$ cat config.mk
export PLATFORM = sky130hd
export DESIGN_NAME = intr_ctrl
export DESIGN_NICKNAME = d
export VERILOG_FILES = /design/src/rtl/intr_ctrl.sv
export SDC_FILE = /design/constraint.sdc
export NUM_CORES = 1
export LEC_CHECK = 0
export ABC_AREA = 1
export ABC_CLOCK_PERIOD_IN_PS = 3050
export CAP_MARGIN = 20
export CORE_AREA = 2 2 58 100
export CTS_CLUSTER_DIAMETER = 150
export DETAILED_ROUTE_END_ITERATION = 12
export DIE_AREA = 0 0 60 102
export PLACE_DENSITY = 0.81
export SLEW_MARGIN = 20
export SYNTH_ARGS = -nofsm -noshare
export SYNTH_HDL_FRONTEND = slang
export SYNTH_SLANG_ARGS = --single-unit
$ cat constraint.sdc
create_clock -name clk_i -period 3.05 [get_ports clk_i]
set_input_delay 0.915 -clock clk_i [delete_from_list [all_inputs] [get_ports clk_i]]
set_output_delay 0.915 -clock clk_i [all_outputs]
set_load 0.01 [all_outputs]
$ cat src/rtl/intr_ctrl.sv
// intr_ctrl -- multi-source interrupt controller.
//
// Latches up to NUM_SRC peripheral interrupt lines into a pending register.
// Each source can be enabled or disabled and set to level or edge mode.
// Among the enabled pending sources, the lowest index wins. The controller
// raises a single request with that source ID to the trap logic. When the
// core takes the trap, it sends a one-cycle clear pulse back to the winning
// peripheral. It then holds off further requests until mret.
//
// Optional build macro: INTR_CTRL_CNT_EN adds per-source saturating ack
// counters, readable at config index 0x4+i. Without the macro, no counter
// flops exist and those indices read 0.
//
// Ports:
//   clk_i        clock
//   rst_i        asynchronous active-high reset
//   src_intr_i   raw interrupt lines, one per source
//   src_clear_o  one-cycle clear pulse to the accepted source
//   cfg_we_i     config write strobe
//   cfg_addr_i   config register index
//   cfg_wdata_i  config write data
//   cfg_rdata_o  config read data, combinational on cfg_addr_i
//   intr_req_o   interrupt request to the trap logic
//   intr_id_o    ID of the requesting (or in-service) source
//   intr_ack_i   trap taken by the core
//   is_mret_i    mret executed, ends service
//   busy_o       high while requesting or in service
//
// Config map (bits above NUM_SRC read 0):
//   0x0 ENABLE rw | 0x1 MODE rw (1=edge) | 0x2 PENDING r/W1C
//   0x3 STATUS r (bit31=busy, [4:0]=id) | 0x4+i counter i (optional)
//
// state   | meaning
// --------+------------------------------------------------------------
// IDLE    | no request outstanding, arbitrating enabled pending sources
// REQ     | intr_req_o high with a fixed ID, waiting for ack or withdrawal
// SERVICE | trap taken, handler running, waiting for mret

module intr_ctrl #(
    parameter int NUM_SRC = 8,
    parameter int CNT_W   = 16
) (
    input  logic               clk_i,
    input  logic               rst_i,
    input  logic [NUM_SRC-1:0] src_intr_i,
    output logic [NUM_SRC-1:0] src_clear_o,
    input  logic               cfg_we_i,
    input  logic [5:0]         cfg_addr_i,
    input  logic [31:0]        cfg_wdata_i,
    output logic [31:0]        cfg_rdata_o,
    output logic               intr_req_o,
    output logic [4:0]         intr_id_o,
    input  logic               intr_ack_i,
    input  logic               is_mret_i,
    output logic               busy_o
);

    if (NUM_SRC < 1 || NUM_SRC > 28 || CNT_W < 1 || CNT_W > 32) begin : g_bad_param
        $error("intr_ctrl: NUM_SRC must be 1..28 and CNT_W 1..32");
    end

    typedef enum logic [1:0] {IDLE, REQ, SERVICE} state_t;

    state_t             state_q, state_d;
    logic [4:0]         id_q, id_d, win_id;
    logic [NUM_SRC-1:0] enable_q, mode_q, pending_q, pending_d, src_prev_q;
    logic [NUM_SRC-1:0] clear_q, clear_d;
    logic [NUM_SRC-1:0] cand, id_onehot, ack_clr, w1c, set_v;
    logic               withdrawn;
    logic               unused_wdata;

    assign unused_wdata = ^cfg_wdata_i;

    assign cand      = pending_q & enable_q;
    assign id_onehot = NUM_SRC'(1) << id_q;
    assign withdrawn = ((pending_q & enable_q & id_onehot) == '0);
    assign ack_clr   = (state_q == REQ && intr_ack_i) ? id_onehot : '0;
    assign w1c       = (cfg_we_i && cfg_addr_i == 6'd2) ? cfg_wdata_i[NUM_SRC-1:0] : '0;
    assign set_v     = (mode_q & src_intr_i & ~src_prev_q) | (~mode_q & src_intr_i);
    // Set after clear so a new event in the clearing cycle is not lost.
    assign pending_d = (pending_q & ~(w1c | ack_clr)) | set_v;

    always_comb begin
        win_id = '0;
        for (int i = NUM_SRC - 1; i >= 0; i--) begin
            if (cand[i]) win_id = 5'(i);
        end
    end

    always_ff @(posedge clk_i or posedge rst_i) begin
        if (rst_i) begin
            enable_q   <= '0;
            mode_q     <= '0;
            pending_q  <= '0;
            src_prev_q <= '0;
        end else begin
            if (cfg_we_i && cfg_addr_i == 6'd0) enable_q <= cfg_wdata_i[NUM_SRC-1:0];
            if (cfg_we_i && cfg_addr_i == 6'd1) mode_q   <= cfg_wdata_i[NUM_SRC-1:0];
            pending_q  <= pending_d;
            src_prev_q <= src_intr_i;
        end
    end

    always_ff @(posedge clk_i or posedge rst_i) begin
        if (rst_i) begin
            state_q <= IDLE;
            id_q    <= '0;
            clear_q <= '0;
        end else begin
            state_q <= state_d;
            id_q    <= id_d;
            clear_q <= clear_d;
        end
    end

    always_comb begin
        state_d = state_q;
        id_d    = id_q;
        clear_d = '0;
        case (state_q)
            IDLE: begin
                if (cand != '0) begin
                    state_d = REQ;
                    id_d    = win_id;
                end
            end
            REQ: begin
                // Ack beats a simultaneous withdrawal.
                if (intr_ack_i) begin
                    state_d = SERVICE;
                    clear_d = id_onehot;
                end else if (withdrawn) begin
                    state_d = IDLE;
                end
            end
            SERVICE: begin
                if (is_mret_i) state_d = IDLE;
            end
            default: state_d = IDLE;
        endcase
    end

    assign src_clear_o = clear_q;
    assign intr_req_o  = (state_q == REQ);
    assign intr_id_o   = id_q;
    assign busy_o      = (state_q != IDLE);

`ifdef INTR_CTRL_CNT_EN
    logic [CNT_W-1:0] cnt_q [NUM_SRC];

    always_ff @(posedge clk_i or posedge rst_i) begin
        if (rst_i) begin
            for (int i = 0; i < NUM_SRC; i++) cnt_q[i] <= '0;
        end else begin
            for (int i = 0; i < NUM_SRC; i++) begin
                if (cfg_we_i && cfg_addr_i == 6'(4 + i)) begin
                    cnt_q[i] <= '0;
                end else if (ack_clr[i] && cnt_q[i] != '1) begin
                    cnt_q[i] <= cnt_q[i] + 1'b1;
                end
            end
        end
    end
`endif

    always_comb begin
        cfg_rdata_o = '0;
        case (cfg_addr_i)
            6'd0: cfg_rdata_o = 32'(enable_q);
            6'd1: cfg_rdata_o = 32'(mode_q);
            6'd2: cfg_rdata_o = 32'(pending_q);
            6'd3: cfg_rdata_o = {busy_o, 26'd0, id_q};
            default: cfg_rdata_o = '0;
        endcase
`ifdef INTR_CTRL_CNT_EN
        for (int i = 0; i < NUM_SRC; i++) begin
            if (cfg_addr_i == 6'(4 + i)) cfg_rdata_o = 32'(cnt_q[i]);
        end
`endif
    end

endmodule

Word level (Yosys, flattened, before mapping)
Index checks and enable logic that the tools add are counted.

word-level totals
  register bits = 47
  bits of input ports = 51
  output and inout port bits = 47
  word-level logic and storage cells = 57

cells by class
  eq/ne operators = 8
  shift-type cells = 1
  multiplexer cells = 18
  bitwise operators = 12
  reduce and logical (&&, ||, !) cells = 11

operators with widths
  cell                   count
  $pmux W32 S4           1
  $and A8 B8 Y8          6
  $mux W5                7
  $mux W8                4
  $not A8 Y8             3
  $or A8 B8 Y8           3
  $eq A6 B2 Y1 const B   2
  $logic_not A8 Y1       1
  $mux W2                4
  $reduce_bool A8 Y1     1
  $shl A1 B5 Y8 const A  1
  $eq A6 B1 Y1 const B   1
  $logic_not A6 Y1       1
  $pmux W2 S3            1
  $logic_and A1 B1 Y1    4
  $ne A2 B2 Y1 const B   2
  $mux W3                1
  $ne A3 B1 Y1 const B   1
  $reduce_and A3 Y1      1
  $eq A2 B1 Y1 const B   1
  $eq A2 B2 Y1 const B   1
  $logic_not A2 Y1       1
  $reduce_and A2 Y1      1
  $reduce_bool A2 Y1     1

Depth between registers and ports, before layout
Gate-level depths: netlist (run 1).

  word-level depth = 9
  depth in mapped cells = 10
  mapped depth without buffers = 10

Least setup slack after synthesis (run 1)
No wires, ideal clock.

  path type = in2out
  start point = input port cfg_addr_i[3]
  end point = output port cfg_rdata_o[3]
  data arrival time = 1.584 ns
  data required time = 2.135 ns
  setup slack = 0.551 ns
  stages on the path = 5
  path buffers = 0
  path through = nor2_4 -> nand4_4 -> inv_1 -> nand2_1 -> nand3_1

on the way
  word-level cells in the longest chain between the ends = 2
  elaborated cells on any way between the ends = 5
  those cells by class = eq/ne: 3; mux: 1; reduce/logical: 1

ends and longest elaborated chain
  what                                        RTL line  RTL
  start: declaration                          48        input logic [5:0] cfg_addr_i,
  $eq A6 B2 Y1, or another cell as far along  168       case (cfg_addr_i)
  $pmux W32 S4 *                              168
  end: declaration                            50        output logic [31:0] cfg_rdata_o,

Mark *: on every way between the ends. The rest lies on a longest branch, timed or not.

Worst setup path after layout (run 1)
  start point = input port cfg_addr_i[2]
  end point = output port cfg_rdata_o[4]

The elaborated chain is that of the path after synthesis.

==> qor.json, run 1 <==
{
  "power": {
    "power.share.combinational_pct": 28.8,
    "net-switching-power_w": 0.000572,
    "register_share_of_total_power_pct": 44.7,
    "power_leakage_nw": 1.60,
    "pwr-share-clk_pct": 26.4,
    "cellInternalPower_w": 0.00112,
    "power_density_nw_per_um2": 556,
    "power_switching_share_pct": 33.8,
    "ir_drop_mv": 0.279
  },
  "floorplan": {
    "die_area_um2": 6120,
    "initial_utilization_pct": 45.6,
    "chipWidth_um": 60,
    "core-area_um2": 5300,
    "rows": 35,
    "die-height_um": 102,
    "boundaryPins": 98
  },
  "cts": {
    "cts-root-to-sink-buffers": 2,
    "htreeDepth": 2,
    "clock_latency_ns": 0.30,
    "tritoncts.num_buffers": 5,
    "worst_setup_hold_path_clk_slew_ns": 0.08,
    "tritoncts_num_sinks": 45,
    "cts_tree": "done",
    "clock_tree.root_cell": "clkbuf_8"
  },
  "setup_path": {
    "timing.critical_path.required_ns": 2.13,
    "r2r.worst_path.cells": 4,
    "reg2reg_from": "intr_id_o[2]",
    "rrSetupSlack_ns": 1.67,
    "worst_ep_arrival_time_ns": 2.01,
    "worst_r2r_endpoint": "pending_q[7]",
    "setup.worst_path.class": "in -> out",
    "critPathCaptureType": "output port",
    "timing.critical_path.fanout_max": 8,
    "startpoint_type": "input port"
  },
  "placement": {
    "place.detailed.instances": 433,
    "globalplace.congestion": 0.830,
    "buffer_ports.inserted": 48,
    "preCtsSetupSlack_ns": -0.529,
    "hpwl_mm": 4.13
  },
  "yosys": {
    "postSynthCellCount": 307,
    "avg_inst_size_synth_um2": 7.88,
    "post_synth_instance_area_um2": 2420,
    "synth_seq_area_share_pct": 46.6,
    "synth_cell_types": 23,
    "ys.warnings.count": 0,
    "ys_seq_elements": 45
  },
  "global_routing": {
    "grt_max_degree": 46,
    "gr-total-overflow": 0,
    "global_route_wire_length_before_repair_mm": 9.01,
    "groute.usage.overall_pct": 19.5,
    "grt_pass1_vias": 2012,
    "antenna_violations_before_repair": 0
  },
  "sta": {
    "worst_case_headroom_to_the_max_slew_limit_pct": 62.0,
    "rsz_0062_raised_after_global_routing": "false",
    "timing.final.crit_share_pct": 95.8,
    "fin_worst_skew_ns": 0.00823,
    "final_max_slew_viol_count": 0,
    "tightest_slew_ns": 0.570,
    "finalSetupViolations": 0,
    "layout_setup_ws_ns": 0.127,
    "fmax_ghz": 0.342,
    "finalCriticalPeriod_ns": 2.92,
    "final-hold-violation-count": 0
  },
  "final_layout": {
    "num_antenna_cells": 0,
    "final.fill_count": 482,
    "finish.net_count": 421,
    "area_growth_syn_to_layout_pct": 25.8,
    "layoutNonFillerInstCount": 445,
    "final_layout_size_suffix_gt1_share_pct": 12.7
  },
  "routing": {
    "drtAntennaViolNets": 0,
    "drt_pass1_iterations": 4,
    "detailroute.via_count": 2066,
    "drt-total-wl_mm": 5.33,
    "avgRoutedWirePerCell_um": 12.0,
    "vias_per_cell": 4.64,
    "drt_drc_violations_left": 0,
    "drt_first_iter_violations": 55
  },
  "worst_hold_path": {
    "min_path_type": "reg -> reg",
    "min_delay_path_depth": 3,
    "whs_endpoint": "pending_q[3]",
    "hold_path_startpoint": "src_prev_q[3]"
  },
  "status": {
    "run_status": "finished clean"
  },
  "job": {
    "cap_violations": 0
  }
}
[cell type report]
cell class,count,area (um2),share of cell area [%]
Sequential cell,45,1130,37.0
Multi-Input combinational cell,236,1100,36.1
Timing Repair Buffer,60,522,17.2
Inverter,22,92.6,3.04
Tap cell,74,92.6,3.04
Clock buffer,6,72.6,2.39
Clock inverter,2,38.8,1.28
[power groups by stage]
stage / logic, W / clock network (W) / registers, W
after floorplan: 0.000337 / 0 / 0.000743
after global placement: 0.000473 / 0 / 0.000763
after detailed placement: 0.000482 / 0 / 0.000767
after CTS: 0.000488 / 0.000454 / 0.000755
after global routing: 0.000554 / 0.000484 / 0.000768
final: 0.000488 / 0.000448 / 0.000757
[cells in the final DEF, fill, tap and decap left out, drive strengths merged, types with 7 or more instances in the layout]
cell	instances
buf	16
clkbuf	10
clkdlybuf4s50	33
conb	25
dfrtp	45
dlygate4sd2	7
inv	20
nand2	126
nand3	13
nor2	35
o21ai	20
[Yosys cell counts (all sizes together)]
library cell	count	area (um2)
o21a	1	7.51
clkbuf	1	3.75
nand3b	6	45.0
inv	22	82.6
nor3	3	20.0
o21ai	20	100
buf	27	204
nand2	126	475
nand3	13	65.1
a31o	1	8.76
dfrtp	45	1130
conb	1	3.75
nor2	35	194
nand4	6	82.6
[worst max-delay path, stage by stage]
cell and delay [ns]:
dlygate4sd2_1 0.25, nor2_4 0.11, buf_4 0.13, buf_4 0.11, nand4_4 0.08, inv_4 0.11, nand2_1 0.07, nand3_1 0.08
buf_2 0.13
[cells by family (layout without fill, tap and decap cells)]
kind of cell	count (synthesis)	in the layout	share of synthesized area [%]
flip-flops	45	45	46.6
other	1	25	0.155
AND/OR/NAND/NOR	189	189	36.5
AO/OA/AOI/OAI	22	22	4.81
buffers and inverters	50	90	12.0
[layer usage]
layer | up-vias | GRT usage [%] | wire, um
met5 | - | 0 | 0
met4 | 0 | 9.40 | 142
met3 | 13 | 2.78 | 173
met2 | 62 | 35.1 | 2990
met1 | 942 | 21.6 | 2020
li1 | 1049 | - | -
[flip-flops by register name, indices dropped and copies added, names as in the netlist]
register and count:
enable_q 8, src_prev_q 8, intr_id_o 3, src_clear_o 8
pending_q 8, mode_q 8, state_q 2
[metrics by stage]
step	setup TNS [ns]	hold slack [ns]	util (%)	area (um2)	total power (W)
2_1_floorplan	0	0.471	-	2510	0.00108
4_1_cts	0	0.505	57.9	3070	0.00170
5_1_grt	0	0.533	57.4	3040	0.00181
3_5_place_dp	-4.50	0.490	55.4	2930	0.00125
6_report	0	0.501	57.4	3040	0.00169
3_3_place_gp	-4.43	0.480	55.4	2930	0.00124
[worst max-delay path by stage]
stage,start,end,slack [ns]
final,cfg_addr_i[2],cfg_rdata_o[4],0.13
after global routing,cfg_addr_i[2],cfg_rdata_o[4],0.02
after CTS,cfg_addr_i[4],cfg_rdata_o[5],0.0007
after detailed placement,cfg_addr_i[5],cfg_rdata_o[0],-0.53
after global placement,cfg_addr_i[5],cfg_rdata_o[0],-0.52
after floorplan,cfg_addr_i[3],cfg_rdata_o[3],0.55
[timing repair]
action	CTS	global route
hold buffers	0	0
setup buffers	3	1
setup endpoints to repair	9	7
pin swaps	4	2
gates resized for setup	34	9
Note: power is estimated with default switching activity, not from simulation.
==> inputs of run 2 (changes only) <==
--- a/config.mk
+++ b/config.mk
@@ -9,7 +9,7 @@
 export ABC_CLOCK_PERIOD_IN_PS = 3050
 export CAP_MARGIN = 20
 export CORE_AREA = 2 2 58 100
-export CTS_CLUSTER_DIAMETER = 150
+export CTS_CLUSTER_DIAMETER = 60
 export DETAILED_ROUTE_END_ITERATION = 12
 export DIE_AREA = 0 0 60 102
 export PLACE_DENSITY = 0.81
==> results of run 2 <==
No change in the layout: final DEF, timing and power equal those of run 1.
